$ cat config.mk
export PLATFORM = sky130hd
export DESIGN_NAME = sobel_edge_pipe_flat
export DESIGN_NICKNAME = d
export VERILOG_FILES = /design/src/rtl/sobel_pkg.sv /design/src/rtl/sobel_edge_pipe_if.sv /design/src/rtl/sobel_grad_ch.sv /design/src/rtl/sobel_edge_pipe.sv /design/src/flat_wrapper.sv
export SDC_FILE = /design/constraint.sdc
export NUM_CORES = 1
export LEC_CHECK = 0
export ABC_AREA = 1
export CORE_AREA = 2 2 204 206
export CTS_CLUSTER_DIAMETER = 200
export DETAILED_ROUTE_END_ITERATION = 10
export DIE_AREA = 0 0 206 208
export MAX_ROUTING_LAYER = met4
export PLACE_DENSITY = 0.94
export SYNTH_ARGS = -nofsm -noshare
export SYNTH_HDL_FRONTEND = slang
export SYNTH_SLANG_ARGS = --single-unit
export TNS_END_PERCENT = 50
$ cat constraint.sdc
create_clock -name clk -period 8.4 [get_ports clk]
set_input_delay 1.68 -clock clk [delete_from_list [all_inputs] [get_ports clk]]
set_output_delay 1.68 -clock clk [all_outputs]
set_load 0.1 [all_outputs]
$ cat src/rtl/sobel_pkg.sv
// Shared encodings and width helpers for the multi-channel 3x3 edge core.
package sobel_pkg;

  typedef enum logic [1:0] {
    MODE_SAT   = 2'd0,
    MODE_THR   = 2'd1,
    MODE_SCALE = 2'd2,
    MODE_SAT3  = 2'd3
  } mode_e;

  typedef enum logic {
    KER_SOBEL   = 1'b0,
    KER_PREWITT = 1'b1
  } kernel_e;

  // GRAD_W = DATA_W+3 (signed gradient), MAG_W = DATA_W+4 (|GX|+|GY|)
  function automatic int grad_w(input int data_w);
    return data_w + 3;
  endfunction

  function automatic int mag_w(input int data_w);
    return data_w + 4;
  endfunction

  // Control carried alongside each pixel through the shared pipeline.
  typedef struct packed {
    logic       v;
    logic       border;
    logic       eol;
    logic       ker;
    logic [1:0] mode;
  } stage_t;

endpackage

$ cat src/rtl/sobel_edge_pipe_if.sv
// Row-tap input bundle and result output bundle of the edge core.
interface sobel_edge_pipe_if #(
  parameter int DATA_W = 8,
  parameter int CH     = 3
);
  // Valid-only stream: no ready; the core accepts a column on every cycle
  // valid_in is high and returns exactly one valid_out three cycles later.
  logic                   valid_in;
  logic                   sol_in;
  logic [CH*DATA_W-1:0]   din1;
  logic [CH*DATA_W-1:0]   din2;
  logic [CH*DATA_W-1:0]   din3;
  logic                   kernel_sel;
  logic [1:0]             mode;
  logic [DATA_W+3:0]      thresh;
  logic [CH*DATA_W-1:0]   dout;
  logic                   valid_out;
  logic                   eol_out;

  modport master (
    output valid_in, sol_in, din1, din2, din3, kernel_sel, mode, thresh,
    input  dout, valid_out, eol_out
  );

  modport slave (
    input  valid_in, sol_in, din1, din2, din3, kernel_sel, mode, thresh,
    output dout, valid_out, eol_out
  );
endinterface

$ cat src/rtl/sobel_grad_ch.sv
// One channel: 3x3 window, GX/GY, L1 magnitude and output mapping.
module sobel_grad_ch
  import sobel_pkg::*;
#(
  parameter int DATA_W = 8
) (
  input  logic              clk,
  input  logic              rst,
  input  logic              shift_i,
  input  logic [DATA_W-1:0] top_i,
  input  logic [DATA_W-1:0] mid_i,
  input  logic [DATA_W-1:0] bot_i,
  input  logic              ker_i,
  input  logic [1:0]        mode_i,
  input  logic [DATA_W+3:0] thresh_i,
  input  logic              border_i,
  input  logic              load_i,
  output logic [DATA_W-1:0] dout_o
);
  localparam int GRAD_W = grad_w(DATA_W);
  localparam int MAG_W  = mag_w(DATA_W);
  localparam logic [MAG_W-1:0] MAX_OUT = MAG_W'((1 << DATA_W) - 1);

  // index 0 = newest column c, index 2 = column c-2
  logic [2:0][DATA_W-1:0] top_q, mid_q, bot_q;
  logic [GRAD_W-1:0]      gx_d, gx_q, gy_d, gy_q;
  logic [MAG_W-1:0]       mag_d, mag_q, scaled;
  logic [DATA_W-1:0]      map_d, dout_q;

  function automatic logic [GRAD_W-1:0] wsum(input logic [DATA_W-1:0] a,
                                             input logic [DATA_W-1:0] b,
                                             input logic [DATA_W-1:0] c,
                                             input logic ker);
    logic [GRAD_W-1:0] mid_term;
    mid_term = (ker == KER_PREWITT) ? GRAD_W'(b) : GRAD_W'({b, 1'b0});
    return GRAD_W'(a) + mid_term + GRAD_W'(c);
  endfunction

  function automatic logic [GRAD_W-1:0] absv(input logic [GRAD_W-1:0] v);
    return v[GRAD_W-1] ? (~v + 1'b1) : v;
  endfunction

  function automatic logic [DATA_W-1:0] sat(input logic [MAG_W-1:0] v);
    return (v > MAX_OUT) ? MAX_OUT[DATA_W-1:0] : v[DATA_W-1:0];
  endfunction

  always_comb begin
    gx_d   = wsum(top_q[0], mid_q[0], bot_q[0], ker_i)
           - wsum(top_q[2], mid_q[2], bot_q[2], ker_i);
    gy_d   = wsum(bot_q[2], bot_q[1], bot_q[0], ker_i)
           - wsum(top_q[2], top_q[1], top_q[0], ker_i);
    mag_d  = MAG_W'(absv(gx_q)) + MAG_W'(absv(gy_q));
    scaled = mag_q >> 2;
    map_d  = sat(mag_q);
    case (mode_i)
      MODE_THR:   map_d = (mag_q >= thresh_i) ? '1 : '0;
      MODE_SCALE: map_d = sat(scaled);
      default:    ;
    endcase
    if (border_i) map_d = '0;
  end

  always_ff @(posedge clk) begin
    if (rst) begin
      top_q  <= '0;
      mid_q  <= '0;
      bot_q  <= '0;
      gx_q   <= '0;
      gy_q   <= '0;
      mag_q  <= '0;
      dout_q <= '0;
    end else begin
      if (shift_i) begin
        top_q <= {top_q[1:0], top_i};
        mid_q <= {mid_q[1:0], mid_i};
        bot_q <= {bot_q[1:0], bot_i};
      end
      gx_q  <= gx_d;
      gy_q  <= gy_d;
      mag_q <= mag_d;
      if (load_i) dout_q <= map_d;
    end
  end

  assign dout_o = dout_q;

endmodule

$ cat src/rtl/sobel_edge_pipe.sv
// Multi-channel 3x3 Sobel/Prewitt edge core: column tracking, per-line
// config capture and the control pipeline shared by all channel datapaths.
module sobel_edge_pipe
  import sobel_pkg::*;
#(
  parameter int PIC_WIDTH = 250,
  parameter int DATA_W    = 8,
  parameter int CH        = 3
) (
  input logic              clk,
  input logic              rst,
  sobel_edge_pipe_if.slave bus
);
  localparam logic [10:0] LAST_COL = 11'(PIC_WIDTH - 1);

  // col_q is the column the next accepted pixel will take
  logic [10:0]        col_q, col_d, this_col;
  logic               ker_q, ker_cur;
  logic [1:0]         mode_q, mode_cur;
  logic [DATA_W+3:0]  thr_q, thr_cur;
  logic               first;
  stage_t             st1_q, st2_q, st3_q, st_d;
  logic [DATA_W+3:0]  thr1_q, thr2_q, thr3_q;
  logic               valid_out_q, eol_out_q;
  logic [CH*DATA_W-1:0] dout_w;

  always_comb begin
    this_col  = bus.sol_in ? 11'd0 : col_q;
    first     = (this_col == 11'd0);
    col_d     = col_q;
    if (bus.valid_in) col_d = (this_col == LAST_COL) ? 11'd0 : this_col + 11'd1;
    // a column-0 pixel already uses the config it carries in
    ker_cur   = first ? bus.kernel_sel : ker_q;
    mode_cur  = first ? bus.mode       : mode_q;
    thr_cur   = first ? bus.thresh     : thr_q;
    st_d.v      = bus.valid_in;
    st_d.border = (this_col < 11'd2);
    st_d.eol    = (this_col == LAST_COL);
    st_d.ker    = ker_cur;
    st_d.mode   = mode_cur;
  end

  always_ff @(posedge clk) begin
    if (rst) begin
      col_q       <= '0;
      ker_q       <= KER_SOBEL;
      mode_q      <= MODE_SAT;
      thr_q       <= '0;
      st1_q       <= '0;
      st2_q       <= '0;
      st3_q       <= '0;
      thr1_q      <= '0;
      thr2_q      <= '0;
      thr3_q      <= '0;
      valid_out_q <= 1'b0;
      eol_out_q   <= 1'b0;
    end else begin
      col_q <= col_d;
      if (bus.valid_in && first) begin
        ker_q  <= bus.kernel_sel;
        mode_q <= bus.mode;
        thr_q  <= bus.thresh;
      end
      st1_q       <= st_d;
      thr1_q      <= thr_cur;
      st2_q       <= st1_q;
      thr2_q      <= thr1_q;
      st3_q       <= st2_q;
      thr3_q      <= thr2_q;
      valid_out_q <= st3_q.v;
      eol_out_q   <= st3_q.v & st3_q.eol;
    end
  end

  for (genvar g = 0; g < CH; g++) begin : g_ch
    sobel_grad_ch #(.DATA_W(DATA_W)) u_ch (
      .clk      (clk),
      .rst      (rst),
      .shift_i  (bus.valid_in),
      .top_i    (bus.din1[g*DATA_W +: DATA_W]),
      .mid_i    (bus.din2[g*DATA_W +: DATA_W]),
      .bot_i    (bus.din3[g*DATA_W +: DATA_W]),
      .ker_i    (st1_q.ker),
      .mode_i   (st3_q.mode),
      .thresh_i (thr3_q),
      .border_i (st3_q.border),
      .load_i   (st3_q.v),
      .dout_o   (dout_w[g*DATA_W +: DATA_W])
    );
  end

  assign bus.dout      = dout_w;
  assign bus.valid_out = valid_out_q;
  assign bus.eol_out   = eol_out_q;

endmodule

$ cat src/flat_wrapper.sv
// flat-port wrapper written by rule: the top's interface ports become plain ports
module sobel_edge_pipe_flat import sobel_pkg::*;
#(
  parameter int PIC_WIDTH = 250,
  parameter int DATA_W    = 8,
  parameter int CH        = 3
)
  (clk, rst, bus_valid_in, bus_sol_in, bus_din1, bus_din2, bus_din3, bus_kernel_sel, bus_mode, bus_thresh, bus_dout, bus_valid_out, bus_eol_out);
  sobel_edge_pipe_if #(.DATA_W(DATA_W), .CH(CH)) bus_i ();
  input logic clk;
  input logic rst;
  input wire logic [$bits(bus_i.valid_in)-1:0] bus_valid_in;
  input wire logic [$bits(bus_i.sol_in)-1:0] bus_sol_in;
  input wire logic [$bits(bus_i.din1)-1:0] bus_din1;
  input wire logic [$bits(bus_i.din2)-1:0] bus_din2;
  input wire logic [$bits(bus_i.din3)-1:0] bus_din3;
  input wire logic [$bits(bus_i.kernel_sel)-1:0] bus_kernel_sel;
  input wire logic [$bits(bus_i.mode)-1:0] bus_mode;
  input wire logic [$bits(bus_i.thresh)-1:0] bus_thresh;
  output wire logic [$bits(bus_i.dout)-1:0] bus_dout;
  output wire logic [$bits(bus_i.valid_out)-1:0] bus_valid_out;
  output wire logic [$bits(bus_i.eol_out)-1:0] bus_eol_out;
  assign bus_i.valid_in = bus_valid_in;
  assign bus_i.sol_in = bus_sol_in;
  assign bus_i.din1 = bus_din1;
  assign bus_i.din2 = bus_din2;
  assign bus_i.din3 = bus_din3;
  assign bus_i.kernel_sel = bus_kernel_sel;
  assign bus_i.mode = bus_mode;
  assign bus_i.thresh = bus_thresh;
  assign bus_dout = bus_i.dout;
  assign bus_valid_out = bus_i.valid_out;
  assign bus_eol_out = bus_i.eol_out;
  sobel_edge_pipe #(.PIC_WIDTH(PIC_WIDTH), .DATA_W(DATA_W), .CH(CH)) u_core (.clk(clk), .rst(rst), .bus(bus_i));
endmodule
## Word-level counts from Yosys, hierarchy flattened

Index checks and enable logic that the tools add are counted.

| word-level totals | value |
|---|---|
| word-level logic and storage cells | 161 |
| flip-flop bits (word level) | 422 |

| cells by class | value |
|---|---|
| reductions and logical operators | 2 |
| eq/ne operators | 3 |
| add/sub/neg operators | 40 |
| bitwise gates (word level) | 7 |
| $lt $le $gt $ge | 10 |
| mux-type cells | 38 |

Operators with widths:

| operator | number |
|---|---|
| $add 10x8->11 | 12 |
| $add 8x9->10 | 12 |
| $mux 9 | 12 |
| $mux 8 | 12 |
| $mux 11 | 8 |
| $add 11x1->11 const B | 7 |
| $not 11->11 | 6 |
| $sub 11x11->11 | 6 |
| $pmux 8 s2 | 3 |
| $add 11x11->12 | 3 |
| $ge 12x12->1 | 3 |
| $gt 12x8->1 const B | 3 |
| $gt 10x8->1 const B | 3 |
| $mux 12 | 1 |
| $eq 11x8->1 const B | 1 |
| $logic_not 11->1 | 1 |
| $lt 11x2->1 const B | 1 |
| $eq 2x1->1 const B | 1 |
| $eq 2x2->1 const B | 1 |
| $mux 2 | 1 |
| $and 1x1->1 | 1 |
| $logic_and 1x1->1 | 1 |
| $mux 1 | 1 |

## Longest topological paths before layout

| depth | value |
|---|---|
| depth after elaboration | 4 |
| gate-level depth with buffers | 23 |
| mapped depth without buffers | 20 |

## Modules after synthesis

A second synthesis with hierarchy kept.

| second synthesis, totals | value |
|---|---|
| cell total of the unflattened synthesis | 3,696 |
| area, all modules | 27,676.5 um2 |

By module, submodules not included:

| module | area each (um2) | cells each | instances |
|---|---|---|---|
| sobel_grad_ch (u_core.g_ch[0].u_ch) | 8,245.4 | 1,092 | 1 |
| sobel_grad_ch (u_core.g_ch[2].u_ch) | 8,212.9 | 1,090 | 1 |
| sobel_grad_ch (u_core.g_ch[1].u_ch) | 8,122.8 | 1,091 | 1 |
| sobel_edge_pipe | 3,095.5 | 423 | 1 |

## Least setup slack after synthesis

No wires, ideal clock.

| timing path | value |
|---|---|
| kind | flip-flop to flip-flop |
| start | register u_core.st1_q[2] in the netlist's numbering |
| end | register u_core.g_ch[0].u_ch.gx_q[8] |
| clock period less this slack | 4.024 ns |
| data arrival time | 3.903 ns |
| required time | 8.279 ns |
| stages on the path, launching flop included | 18 |
| setup slack | 4.376 ns |
| path through | dfxtp_1 clkbuf_1 clkbuf_1 clkbuf_1 nand2_1 o21ai_0 fa_1 fa_1 inv_1 fa_1 inv_1 ha_1 a21oi_1 nand2_1 a21oi_1 o21bai_1 o21ai_0 a21oi_1 |

| on the way | value |
|---|---|
| longest elaborated chain between the ends | 4 |
| elaborated cells between the ends (all ways) | 7 |

Ends and longest elaborated chain:

| what | RTL line | source |
|---|---|---|
| from (decl) | sobel_edge_pipe.sv:22 | `stage_t st1_q, st2_q, st3_q, st_d;` |
| from (signal assigned) | sobel_edge_pipe.sv:64 | `st1_q <= st_d;` |
| $mux 9 | sobel_grad_ch.sv:35 | `mid_term = (ker == KER_PREWITT) ? GRAD_W'(b) : GRAD_W'({b, 1'b0});` |
| $add 8x9->10 | sobel_grad_ch.sv:36 | `return GRAD_W'(a) + mid_term + GRAD_W'(c);` |
| $add 10x8->11 | sobel_grad_ch.sv:36 |  |
| $sub 11x11->11 * | sobel_grad_ch.sv:49 | `- wsum(top_q[2], mid_q[2], bot_q[2], ker_i);` |
| to (signal assigned) | sobel_grad_ch.sv:78 | `gx_q <= gx_d;` |
| to (decl) | sobel_grad_ch.sv:26 | `logic [GRAD_W-1:0] gx_d, gx_q, gy_d, gy_q;` |

Mark *: on every way between the ends. The rest lies on a longest branch, timed or not.
A chain may end at the register's enable or synchronous reset.

## Final worst setup path

| timing path | value |
|---|---|
| start | register u_core.st1_q[2] in the netlist's numbering |
| end | register u_core.g_ch[1].u_ch.gy_q[7] |

| on the way | value |
|---|---|
| longest elaborated chain between the ends | 4 |
| elaborated cells between the ends (all ways) | 7 |

Ends and longest elaborated chain:

| what | RTL line | source |
|---|---|---|
| $mux 9 | sobel_grad_ch.sv:35 |  |
| $add 8x9->10 | sobel_grad_ch.sv:36 |  |
| $add 10x8->11 | sobel_grad_ch.sv:36 |  |
| $sub 11x11->11 * | sobel_grad_ch.sv:51 | `- wsum(top_q[2], top_q[1], top_q[0], ker_i);` |
| to (signal assigned) | sobel_grad_ch.sv:79 | `gy_q <= gy_d;` |
| to (decl) | sobel_grad_ch.sv:26 |  |

Marks and branches as above.

==> results.toml <==
[run_status]
status = "complete, no violations"

[synth]
synth.distinct_cells = 43
syn_nets = 3857
yosys_warnings = 0
synth_area_mm2 = 0.0260
postSynthCellCount = 3419
syn_avg_cell_area_um2 = 7.61
synth_seq_cells = 422
yosysSeqAreaShare_pct = 32.5

[setup_path]
r2r_cells = 15
critPathKind = "reg2reg"
cp_max_fo = 71
crit_arrival_ns = 5.25
rrSetupSlack_ns = 3.65
regToRegEndpoint = "u_core.g_ch[1].u_ch.gy_q[7]"
cp-end-kind = "flip-flop"
worstSetupStartpointType = "flip-flop"
required_ns = 8.90
rr_startpoint = "u_core.st1_q[2]"

[clock_tree]
cts_tree = "done"
clock_sink_count = 422
ctsLongestPathBuffers = 3
path_clk_slew_ns = 0.06
root_buffer = "clkbuf_16"
post_cts_buffers = 0
cts_resized = 0
cts-htree-levels = 2
numCtsBuffers = 43
hold_buffers = 0
clk_latency_ns = 0.58

[min_path]
min_path_cells = 2
holdCritStartpoint = "u_core.thr2_q[0]"
hold_class = "reg2reg"
min_delay_worst_endpoint = "u_core.thr3_q[0]"

[drt]
firstDrtPassIters = 6
via_count = 22200
wl_per_cell_um = 15.2
wirelength_mm = 61.1
remaining_drc_errors = 0
ant_nets = 0
vias_per_cell = 5.53
drt_iter0_drc = 1970

[global_routing]
grt_pass1_wl_mm = 103
antenna_found_initial = 0
grt_use_total_pct = 30.1
grt_start_max_net_pins = 207
first_global_vias = 22100
grt_overflow = 0

[sta]
finClkSkew_ns = 0.0139
setup-violations-final = 0
slew_headroom_pct = 29.5
maxSlewViolCount = 0
rsz0062_at_grt = "no"
tightest_slew_ns = 1.06
fin_crit_ns = 4.75
final-hold-violation-count = 0
setup_tns_ns = 0
layout_setup_ws_ns = 3.65
max_freq_ghz = 0.210
period_share_pct = 56.6

[placed_design]
gp_congestion = 0.907
io_buffer_count = 116
dp_slack_ns = 3.77
post-dp-hpwl_mm = 42.6

[power_and_ir_drop]
clkPwrFrac_pct = 19.4
cellPowerDensity_mw_per_mm2 = 338
p_int_uw = 5340
p_switching_uw = 4380
combPwrFrac_pct = 54.0
seq_power_share_pct = 26.6
power.static_leakage_uw = 0.0133
vdd_drop_max_v = 0.000181
switching_share_pct = 45.1

[floorplan]
rows = 74
die_w_um = 206
initial_core_util_pct = 64.1
die_area_mm2 = 0.0428
ios = 117
die_y_um = 208
core_mm2 = 0.0406

[final_layout]
area_delta_synth_final_pct = 10.5
post-route-util_pct = 70.9
nNetsFinal = 3892
fill_cells = 2940
layout-drive-gt1-share_pct = 2.90
antenna_cells = 0

[job]
cap_violations = 0
## routing by layer
layer	global-route usage [%]	up-vias	share of wire, %
li1	-	10800	-
met1	36.2	10400	41
met2	51.0	826	50
met3	3.68	182	5.5
met4	12.4	0	3.8
met5	-	-	0
## sequential cells by signal, summed over array words and instances (netlist names)
signal	cells
u_core.thr3_q	12
u_core.g_ch.u_ch.mid_q	72
u_core.g_ch.u_ch.dout_o	24
u_core.g_ch.u_ch.top_q	72
u_core.thr2_q	12
u_core.ker_q	1
u_core.col_q	11
u_core.thr1_q	12
u_core.bus.valid_out	1
u_core.mode_q	2
u_core.g_ch.u_ch.bot_q	72
u_core.st1_q	6
u_core.g_ch.u_ch.gy_q	33
u_core.st2_q	5
u_core.st3_q	5
u_core.thr_q	12
u_core.bus.eol_out	1
u_core.g_ch.u_ch.gx_q	33
u_core.g_ch.u_ch.mag_q	36
## critical path, stage by stage (launching register included)
cell     delay (ns)
dfxtp_4        0.70
buf_4          0.67
mux2i_1        0.30
fa_1           0.46
fa_1           0.55
inv_1          0.05
fa_1           0.54
inv_1          0.07
fa_1           0.45
nand3_1        0.08
nand2_1        0.10
nand2_1        0.08
nand2_1        0.05
a21oi_1        0.20
o21ai_0        0.14
a21oi_1        0.18
## power by group through the flow
stage                     Sequential, µW  Combinational, µW  Clock, µW
after floorplan                     2570               3950          0
final                               2590               5240       1880
after detailed placement            2610               5070          0
after global routing                2620               6020       1980
after global placement              2610               4900          0
after CTS                           2580               5170       1900
## cells in the final DEF, fill, tap and decap left out, types with 8 or more instances in the layout
master,Yosys,layout
nand2_2,8,8
o21bai_1,13,13
mux2i_1,13,13
xnor2_1,24,24
ha_1,146,146
fa_1,201,201
a31oi_1,12,12
o21ai_0,387,387
dfxtp_1,422,421
clkdlybuf4s50_1,0,114
inv_1,626,625
nand2_1,502,502
a21oi_1,365,365
nor3_1,25,25
buf_4,1,8
xor2_1,27,27
nor2_1,382,382
clkbuf_1,96,9
nand3_1,74,74
clkbuf_16,0,45
## synth_stat cells
cell type / count / share of area, %
buf_1: 15 / 0.22
mux2i_1: 13 / 0.50
nand3_1: 74 / 1.4
nand2_4: 1 / 0.043
nor3_2: 2 / 0.077
xor2_1: 27 / 0.91
inv_4: 1 / 0.024
buf_2: 19 / 0.37
xnor2_1: 24 / 0.81
nor4b_1: 1 / 0.034
ha_1: 146 / 7.0
inv_2: 4 / 0.058
or3_1: 1 / 0.024
nand2_1: 502 / 7.2
nand3b_1: 3 / 0.087
a221oi_1: 3 / 0.10
nor3_4: 1 / 0.063
a21o_1: 5 / 0.14
buf_4: 1 / 0.029
inv_1: 626 / 9.0
o21ai_0: 387 / 7.4
nand4_1: 7 / 0.17
nor2_2: 3 / 0.072
nand3_2: 1 / 0.038
buf_6: 3 / 0.13
o21a_1: 4 / 0.12
o31ai_1: 7 / 0.20
or2_2: 1 / 0.024
nor3b_1: 1 / 0.029
o22ai_1: 1 / 0.024
mux2_2: 2 / 0.087
a31oi_1: 12 / 0.29
dfxtp_1: 422 / 32
nand2_2: 8 / 0.19
clkinv_1: 1 / 0.014
a41oi_1: 1 / 0.034
a21oi_1: 365 / 7.0
nor3_1: 25 / 0.48
fa_1: 201 / 15
nor4_1: 7 / 0.17
clkbuf_1: 96 / 1.4
o21bai_1: 13 / 0.38
nor2_1: 382 / 5.5
## worst max-delay path by stage
| stage | start | to | slack [ns] | cells past startpoint |
|---|---|---|---|---|
| floorplan | u_core.st1_q[2] | u_core.g_ch[0].u_ch.gx_q[8] | 4.38 | 17 |
| global placement | u_core.st1_q[2] | u_core.g_ch[2].u_ch.gx_q[7] | 3.88 | 15 |
| detailed placement | u_core.st1_q[2] | u_core.g_ch[1].u_ch.gy_q[7] | 3.77 | 15 |
| CTS | u_core.st1_q[2] | u_core.g_ch[0].u_ch.gy_q[7] | 3.75 | 15 |
| global route | u_core.st1_q[2] | u_core.g_ch[0].u_ch.gy_q[7] | 3.38 | 15 |
| finish | u_core.st1_q[2] | u_core.g_ch[1].u_ch.gy_q[7] | 3.65 | 15 |
## kinds of logic (layout without fill, tap and decap cells)
family / Yosys count / count (layout) / synth area share (%)
compound gates: 798 / 798 / 15.8
simple gates: 1020 / 1020 / 15.7
xor+xnor: 51 / 51 / 1.72
fa+ha+maj: 347 / 347 / 22.5
mux: 15 / 15 / 0.587
flops: 422 / 422 / 32.5
buf+inv: 766 / 829 / 11.3
## layout make-up
| cell class | count | area [µm²] | area share (%) |
|---|---|---|---|
| multi-input cells | 2231 | 14600 | 50.9 |
| clock buffers | 59 | 1230 | 4.28 |
| flip-flops and latches | 422 | 8450 | 29.4 |
| repair buffers | 124 | 1230 | 4.29 |
| inverters | 632 | 2390 | 8.31 |
| clock inverters | 14 | 144 | 0.501 |
| well taps | 532 | 666 | 2.32 |
## through the flow
step	hold WS, ns	power, µW	cell area, µm²	cells
3_5_place_dp	0.394	7680	27400	3941
2_1_floorplan	0.388	6520	26000	3419
3_3_place_gp	0.389	7510	27400	3941
6_report	0.396	9710	28700	4014
4_1_cts	0.395	9650	28700	4014
5_1_grt	0.418	10600	28700	4014
No activity file was read; power rests on OpenSTA's default activity.
